File: src/rtl/normalize_decrementor.sv
// normalize_decrementor: multi-cycle left-normalizer that shifts the mantissa
// until bit 7 is set, decrementing the exponent once per shift.
module normalize_decrementor (
  input  logic       clk,
  input  logic       rst_n,
  input  logic       start,
  input  logic [7:0] exp_in,
  input  logic [7:0] mant_in,
  output logic       busy,
  output logic       done,
  output logic [7:0] exp_out,
  output logic [7:0] mant_out,
  output logic [2:0] shift_cnt,
  output logic       zero,
  output logic       underflow
);
  typedef enum logic [1:0] {IDLE, SHIFT, DONE} state_t;
  state_t state, state_n;
  logic       fin;
  logic [7:0] exp_n, mant_n;
  logic [2:0] cnt_n;
  logic       zero_n, uf_n;
  always_ff @(posedge clk or negedge rst_n)
    if (!rst_n) state <= IDLE;
    else state <= state_n;
  always_comb begin
    fin = mant_out == 8'h00 || mant_out[7] || exp_out == 8'h00;
    state_n = state == IDLE  ? (start ? SHIFT : IDLE) :
              state == SHIFT ? (fin ? DONE : SHIFT) : IDLE;
  end
  // exp_out/mant_out double as the working registers while shifting
  always_comb begin
    exp_n  = exp_out;
    mant_n = mant_out;
    cnt_n  = shift_cnt;
    zero_n = zero;
    uf_n   = underflow;
    if (state == IDLE && start) begin
      exp_n  = exp_in;
      mant_n = mant_in;
      cnt_n  = 3'd0;
      zero_n = 1'b0;
      uf_n   = 1'b0;
    end else if (state == SHIFT) begin
      if (mant_out == 8'h00) begin
        exp_n  = 8'h00;
        zero_n = 1'b1;
      end else if (!mant_out[7]) begin
        if (exp_out == 8'h00) uf_n = 1'b1;
        else begin
          mant_n = {mant_out[6:0], 1'b0};
          exp_n  = exp_out - 8'd1;
          cnt_n  = shift_cnt + 3'd1;
        end
      end
    end
  end
  always_ff @(posedge clk or negedge rst_n)
    if (!rst_n) begin
      busy      <= 1'b0;
      done      <= 1'b0;
      exp_out   <= 8'h00;
      mant_out  <= 8'h00;
      shift_cnt <= 3'd0;
      zero      <= 1'b0;
      underflow <= 1'b0;
    end else begin
      busy      <= state_n != IDLE;
      done      <= state_n == DONE;
      exp_out   <= exp_n;
      mant_out  <= mant_n;
      shift_cnt <= cnt_n;
      zero      <= zero_n;
      underflow <= uf_n;
    end
endmodule

File: config.mk
export PLATFORM = sky130hd
export DESIGN_NAME = normalize_decrementor
export DESIGN_NICKNAME = d
export VERILOG_FILES = /design/src/rtl/normalize_decrementor.sv
export SDC_FILE = /design/constraint.sdc
export NUM_CORES = 1
export LEC_CHECK = 0
export ABC_AREA = 1
export CORE_ASPECT_RATIO = 1.25
export CORE_MARGIN = 2
export CORE_UTILIZATION = 40
export CTS_BUF_LIST = sky130_fd_sc_hd__clkbuf_4 sky130_fd_sc_hd__clkbuf_8
export CTS_CLUSTER_DIAMETER = 30
export DETAILED_ROUTE_END_ITERATION = 8
export PLACE_DENSITY_LB_ADDON = 0.3
export REMOVE_ABC_BUFFERS = 1
export SYNTH_ARGS = -nofsm -noshare
export SYNTH_HDL_FRONTEND = slang
export SYNTH_SLANG_ARGS = --single-unit
File: constraint.sdc
create_clock -name clk -period 1.5 [get_ports clk]
set_input_delay 0.3 -clock clk [delete_from_list [all_inputs] [get_ports clk]]
set_output_delay 0.3 -clock clk [all_outputs]
set_load 0.03 [all_outputs]
# Word-level counts from Yosys, hierarchy flattened
# Cells that the tools add are included.
[totals] reg_bits=25 output_inout_bits=23 input_bits=19 word_cells=60
[classes] n_reduce_logical=15 eq_ne=7 addsub=2 mux=27
[ops] operator="$mux 8" n=10
[ops] operator="$logic_not 8->1" n=2
[ops] operator="$mux 3" n=5
[ops] operator="$mux 1" n=9
[ops] operator="$reduce_and 4->1" n=2
[ops] operator="$reduce_bool 2->1" n=4
[ops] operator="$sub 8x1->8 const B" n=1
[ops] operator="$mux 2" n=3
[ops] operator="$ne 2x2->1 const B" n=2
[ops] operator="$reduce_and 2->1" n=2
[ops] operator="$add 3x1->3 const B" n=1
[ops] operator="$ne 3x1->1 const B" n=1
[ops] operator="$ne 3x3->1 const B" n=1
[ops] operator="$reduce_and 3->1" n=1
[ops] operator="$eq 2x1->1 const B" n=1
[ops] operator="$eq 2x2->1 const B" n=1
[ops] operator="$logic_not 2->1" n=1
[ops] operator="$logic_or 1x1->1" n=2
[ops] operator="$ne 2x1->1 const B" n=1
[ops] operator="$logic_and 1x1->1" n=1

# Depth between registers and ports, before layout
# Gate-level depths: netlist of run 1.
[logic_depth] depth_word=7 ltp_mapped=9 ltp_nobuf=9

# Worst setup path before layout of run 1
# Ideal clock, no wire load.
[synth_timing] path_kind="register to register" startpoint="register exp_out[0]" endpoint="register shift_cnt[2]" n_path_buf=1 arrival_ps=1370 path_slack_ps=12 setup_time_ps=119 stages_incl_launch_ff=8 required_time_ps=1381 cell_sequence="dfrtp_1 -> inv_1 -> ha_1 -> nand4_4 -> nand3_4 -> buf_6 -> nand2_1 -> o21ai_2"
[synth_between] elab_chain_len=3
[synth_rtl] item="from (decl)" line_no="11" rtl="output logic [7:0] exp_out,"
[synth_rtl] item="from (signal assigned)" line_no="70" rtl="exp_out <= exp_n;"
[synth_rtl] item="$logic_not 8->1" line_no="49" rtl="if (exp_out == 8'h00) uf_n = 1'b1;"
[synth_rtl] item="$ne 2x2->1 (no line)"
[synth_rtl] item="$reduce_and 4->1 (no line)"
[synth_rtl] item="to (signal assigned)" line_no="72" rtl="shift_cnt <= cnt_n;"
[synth_rtl] item="to (decl)" line_no="13" rtl="output logic [2:0] shift_cnt,"
# Every way passes these cells.
# A chain may end at the register's enable or synchronous reset.

# Worst setup path in the final report of run 1
[layout_timing] startpoint="register state[0]" endpoint="register shift_cnt[0]"
[layout_between] elab_chain_len=4
[layout_rtl] item="from (decl)" line_no="18" rtl="state_t state, state_n;"
[layout_rtl] item="from (signal assigned)" line_no="25" rtl="else state <= state_n;"
[layout_rtl] item="$logic_not 2->1" line_no="38" rtl="if (state == IDLE && start) begin"
[layout_rtl] item="$logic_and 1x1->1" line_no="38"
[layout_rtl] item="$ne 2x2->1 (no line), or another cell as far along"
[layout_rtl] item="$reduce_and 4->1 (no line)"
# Several ways; a longest one is shown, not always the timed one.

==> metrics.txt, run 1 <==
post-route antenna net violation count=0; DR vias=1473; Pre-antenna DRT Iters=4; Max Clock Freq=703.7 MHz; total die area=4313 µm²; Final Slew Violations=0; Num CTS Buffers=3; crit-path max FO=7; Hold Path Class=input pin to asynchronous set/reset pin; DR iter-0 viols=33; Placer Congestion=0.8119; Synth async-reset ratio=100.0%; final hold vios=0; Initial Utilization=40.84%; cell accounting for the most synthesized area=dfrtp_1; die height=72.93 µm; Clk pin slew, worst setup/hold paths=90 ps; post-detail-place hpwl=2687 µm; share of layout cells above drive strength 1=18.28%; Yosys reg bits=25; WS Path Type=flop to flop; setup TNS=0 ps; n_diodes=0; largest net degree at the start of global routing=26; vias in the first global route=1295; H-tree levels=1; fill count=355; Slew @ Worst Pin=323.8 ps; global-route usage over all layers=17.31%; Max-cap violations=0; Die X=59.14 µm; skew final=2.107 ps; DRT Wirelength=3584 µm; Required @ worst endpoint=1650 ps; Num Clock Sinks=25; Setup-failing EPs final=0; Post-Place Setup Slack=-178.9 ps; first-pass GRT wire length=5789 µm; slowest CP cell=dfrtp_1; Mapped Area=1520 µm²; Reg-to-Reg End=shift_cnt[0]; PD cells=2419 nW/µm²; CP startpoint kind=flop; list of most frequent post-synthesis cells=95 x nand2_1, 25 x dfrtp_1, 19 x nand3_1, 11 x nor2_1, 10 x inv_1; Relative slew margins=78.41%; Area growth, synth to finish=43.29%; # DRC=0; syn_area_per_cell=7.489 µm²; IO Port Bufs=41; Post-Synthesis Cells=203; crit share post-route=94.73%; CTS Buffer Depth=2; Nets=291; Clk Latency, worst-skew pair=260 ps; run status=finished clean; worst reg2reg path startpoint=state[0]; Lkg Pwr=1.171 nW; R2R cell count=7; crit end category=flop; post-synthesis sequential area ratio=41.15%; post-route cell area=2178 µm²; Area contributors post-synth=dfrtp_1 41%, nand2_1 23%, nand3_1 6.3%, nand3b_1 3.5%, nor2_1 2.7%; EDFF count, synth=0; Critical Path AT=1570 ps; core area=3722 µm²; max incr delay on CP=380 ps; r2r setup slk=80 ps; Final WS setup=79.01 ps; row count=25; total grt overflow=0; Peak VDD IR=1.114 mV; Netlist cell types=26; Root Buffer=clkbuf_8; vias per cell=4.782; routed length per instance=11.64 µm; share of the synthesized area in the top cell type=41.15%; most common cell in the synthesized netlist=nand2_1; CP Cell Sequence=nor2_1, nand2_2, nand4_4, nand3_4, buf_4, nand2_1, o21ai_0; Fin Hold WS=393.0 ps; CTS tree=built; I/O pin total=42; Post-synth top flop=dfrtp_1; min Tclk post-route=1421 ps; Yosys warnings=0; Post-DP Area=2067 µm²; initial antenna violation count=0
-- what timing repair did --
action | CTS | global route
gates resized for setup | 23 | 8
pin swaps | 0 | 4
hold buffers | 0 | 0
endpoints found under the setup margin | 23 | 15
buffers inserted | 0 | 8
hold endpoints to repair | 0 | 0
-- metrics by stage --
stage | cells | power, mW | utilization [%]
after floorplan | 200 | 3.526 | -
after global placement | 296 | 4.763 | 55.53
after detailed placement | 296 | 4.808 | 55.53
after CTS | 300 | 5.018 | 56.00
after global routing | 308 | 5.727 | 58.52
final | 308 | 5.270 | 58.52
-- sequential cells by signal (all words and copies together) (netlist names) --
name and cells:
shift_cnt 3, underflow 1, zero 1, done 1, mant_out 8, busy 1, state 2, exp_out 8
-- logic make-up after synthesis --
logic type                 count (synthesis)  synth area share [%]
and+or+nand+nor                          143                 44.03
DFF                                       25                 41.15
buffers and inverters                     17                 5.185
AOI/OAI and AO/OA                         13                 6.009
adders and majority gates                  3                 2.469
xor gates and xnor gates                   2                 1.152
-- how the worst max path moves through the flow --
stage	start	endpoint	slack, ps	cells after the start
final	state[0]	shift_cnt[0]	80	7
after global routing	exp_out[2]	exp_out[2]	-8	8
after CTS	exp_out[0]	mant_out[1]	40	7
after detailed placement	start	mant_out[2]	-180	7
after global placement	start	mant_out[2]	-180	7
after floorplan	exp_out[0]	mant_out[6]	50	7
-- placed cells by master, fill, tap and decap left out, drive strengths merged, types with 2 or more instances in the layout --
cell type,Yosys,routed
clkinv,1,2
nor2,14,14
o21ai,9,9
clkbuf,0,3
a31oi,2,2
nand2,100,100
nand3,21,21
ha,3,3
clkdlybuf4s50,0,18
buf,3,23
dfrtp,25,25
inv,13,13
nand3b,7,7
dlygate4sd2,0,23
-- layer usage --
metal / GRT usage [%] / part of all wire, % / up-vias
li1: - / - / 777
met3: 2.660 / 3.2 / 6
met4: 5.556 / 1.7 / 0
met5: 0 / 0 / -
met1: 24.38 / 46 / 656
met2: 27.16 / 49 / 34
-- area by class of cell --
type / count / area [µm²] / area share, %
tap: 40 / 50.05 / 2.298
clock buffer: 3 / 41.29 / 1.895
inverter: 14 / 52.55 / 2.412
clock inverter: 1 / 5.005 / 0.2298
sequential: 25 / 626.9 / 28.78
timing repair buffer: 64 / 554.3 / 25.45
multi-input combinational: 161 / 848.3 / 38.94
-- where the power goes --
part | internal, mW | total, mW | leakage [nW] | switching, mW
Sequential | 0.998 | 1.27 | 0.319 | 0.274
Combinational | 1.38 | 3.61 | 0.827 | 2.22
Clock | 0.186 | 0.393 | 0.0255 | 0.207
-- worst max-delay path, delay by kind of cell, from the launching register on --
kind	cells	cell delay (ps)
buf+inv	1	180
compound gates	1	70
simple gates	5	670
flops	1	380
No activity file was read; power rests on OpenSTA's default activity.
==> run 2: changes to the inputs <==
--- a/config.mk
+++ b/config.mk
@@ -6,12 +6,14 @@
 export NUM_CORES = 1
 export LEC_CHECK = 0
 export ABC_AREA = 1
+export ABC_CLOCK_PERIOD_IN_PS = 1500
 export CORE_ASPECT_RATIO = 1.25
 export CORE_MARGIN = 2
 export CORE_UTILIZATION = 40
 export CTS_BUF_LIST = sky130_fd_sc_hd__clkbuf_4 sky130_fd_sc_hd__clkbuf_8
-export CTS_CLUSTER_DIAMETER = 30
+export CTS_CLUSTER_DIAMETER = 80
 export DETAILED_ROUTE_END_ITERATION = 8
+export HOLD_SLACK_MARGIN = 0.15
 export PLACE_DENSITY_LB_ADDON = 0.3
 export REMOVE_ABC_BUFFERS = 1
 export SYNTH_ARGS = -nofsm -noshare
==> results of run 2 <==
No change in the layout: final DEF, timing and power equal those of run 1.
==> run 3: changes to the inputs <==
--- a/config.mk
+++ b/config.mk
@@ -15,6 +15,7 @@
 export DETAILED_ROUTE_END_ITERATION = 8
 export HOLD_SLACK_MARGIN = 0.15
 export PLACE_DENSITY_LB_ADDON = 0.3
+export RECOVER_POWER = 50
 export REMOVE_ABC_BUFFERS = 1
 export SYNTH_ARGS = -nofsm -noshare
 export SYNTH_HDL_FRONTEND = slang
==> metrics.txt, run 3 (synthesized netlist as in run 1, its figures left out) <==
Logic pwr share=68.4%; multi-input logic area=848.3 µm²; CTS tree=built; total grt overflow=0; WS Path Type=flop to flop; CTS Buffer Depth=2; Final Slew Violations=0; initial antenna violation count=0; r2r setup slk=80 ps; switching share of power=51.31%; largest net degree at the start of global routing=26; Clk Latency, worst-skew pair=260 ps; Die X=59.14 µm; Num CTS Buffers=3; run status=finished clean; Hold Path Class=flop to flop; max incr delay on CP=380 ps; Relative slew margins=58.14%; R2R cell count=7; Slew @ Worst Pin=627.9 ps; Root Buffer=clkbuf_8; Reg-to-Reg End=shift_cnt[0]; hold buffer count at cts=0; H-tree levels=1; routed length per instance=11.64 µm; final core area utilization=58.45%; Post-Place Setup Slack=-178.9 ps; post-route antenna net violation count=0; Clk pin slew, worst setup/hold paths=90 ps; largest registers=exp_out x8, mant_out x8, shift_cnt x3; Initial Utilization=40.84%; die height=72.93 µm; DR iter-0 viols=33; Required @ worst endpoint=1650 ps; slowest CP cell=dfrtp_1; Internal=2.565 mW; min Tclk post-route=1421 ps; Setup-failing EPs final=0; CP startpoint kind=flop; Max Clock Freq=703.7 MHz; # DRC=0; crit share post-route=94.73%; core area=3722 µm²; GR Layer Usage met1=24.38%; Critical Path AT=1570 ps; worst hold start=zero; grt met3 use=2.660%; switching power of the nets=2.703 mW; commonest non-fill, non-tap cell in the layout=nand2_1; fill count=356; Pre-antenna DRT Iters=4; DRT Wirelength=3584 µm; CP Cell Sequence=nor2_1, nand2_2, nand4_4, nand3_4, buf_4, nand2_1, o21ai_0; IO Port Bufs=41; Max-cap violations=0; DR vias=1473; Most Crowded Layer GR=met2; global-route usage over all layers=17.31%; Clk network pwr share=7.5%; Placer Congestion=0.8119; crit-path max FO=7; hold path cells=2; Final WS setup=79.01 ps; Seq pwr share=24.1%; Peak VDD IR=1.115 mV; skew final=2.107 ps; row count=25; n_diodes=0; post-detail-place hpwl=2687 µm; Nets=291; final hold vios=0; global-route track usage on met2=27.16%; Area growth, synth to finish=43.13%; vias in the first global route=1295; commonest non-fill, non-tap cells in the layout=93 x nand2_1, 24 x dfrtp_1, 23 x dlygate4sd2_1, 22 x buf_4, 19 x nand3_1; share of layout cells above drive strength 1=18.28%; worst reg2reg path startpoint=state[0]; Num Clock Sinks=25; Lkg Pwr=1.171 nW; FF/Latch Area=626.9 µm²; Hold EP=zero; PD cells=2421 nW/µm²; vias per cell=4.782; total die area=4313 µm²; crit end category=flop; I/O pin total=42; first-pass GRT wire length=5789 µm
-- run 3: changes by cell type in the layout (fill, tap and decap cells not counted) --
cell,previous run,this run
clkbuf_2,0,1
clkdlybuf4s50_1,18,17
dlygate4sd3_1,0,1
buf_4,23,22
-- run 3: critical path, delay by kind of cell, from the launching register on --
kind,cells,cell delay [ps]
simple gates,5,670
compound gates,1,70
flops,1,380
buf+inv,1,180
-- run 3: timing repair --
item | 4_1_cts | 5_1_grt
setup buffers | 0 | 8
pin swaps | 0 | 4
endpoints found under the setup margin | 23 | 15
gates resized for setup | 23 | 8
-- run 3: power by group through the flow --
stage	Sequential (mW)	Clock [mW]	Combinational, mW
final	1.27	0.393	3.60
after global routing	1.31	0.435	3.98
after CTS	1.26	0.416	3.34
after detailed placement	1.29	0	3.52
after global placement	1.29	0	3.47
after floorplan	1.82	0	1.71
-- run 3: worst max path at each step --
stage / start / end / cells past startpoint
after CTS: exp_out[0] / mant_out[1] / 7
after global placement: start / mant_out[2] / 7
after detailed placement: start / mant_out[2] / 7
final: state[0] / shift_cnt[0] / 7
after floorplan: exp_out[0] / mant_out[6] / 7
after global routing: exp_out[2] / exp_out[2] / 8
-- run 3: final cells by class --
type                       count  share of cell area [%]
timing repair buffer          64                   25.36
tap                           40                   2.300
inverter                      14                   2.415
clock buffer                   3                   1.898
multi-input combinational    161                   38.99
clock inverter                 1                  0.2300
sequential                    25                   28.81
-- run 3: stage by stage --
step / hold WS, ps / area, µm² / TNS (ps) / total power [mW] / instances
2_1_floorplan: 4.409 / 1494 / 0 / 3.526 / 200
3_3_place_gp: 467.3 / 2067 / -2502 / 4.763 / 296
3_5_place_dp: 470.5 / 2067 / -2553 / 4.808 / 296
4_1_cts: 401.5 / 2085 / 0 / 5.018 / 300
5_1_grt: 525.8 / 2176 / -16.43 / 5.725 / 308
6_report: 486.6 / 2176 / 0 / 5.268 / 308
-- run 3: layer usage --
layer / share of wire, % / wire length (µm)
met2: 49 / 1759
met1: 46 / 1647
met4: 1.7 / 60
met5: 0 / 0
met3: 3.3 / 117
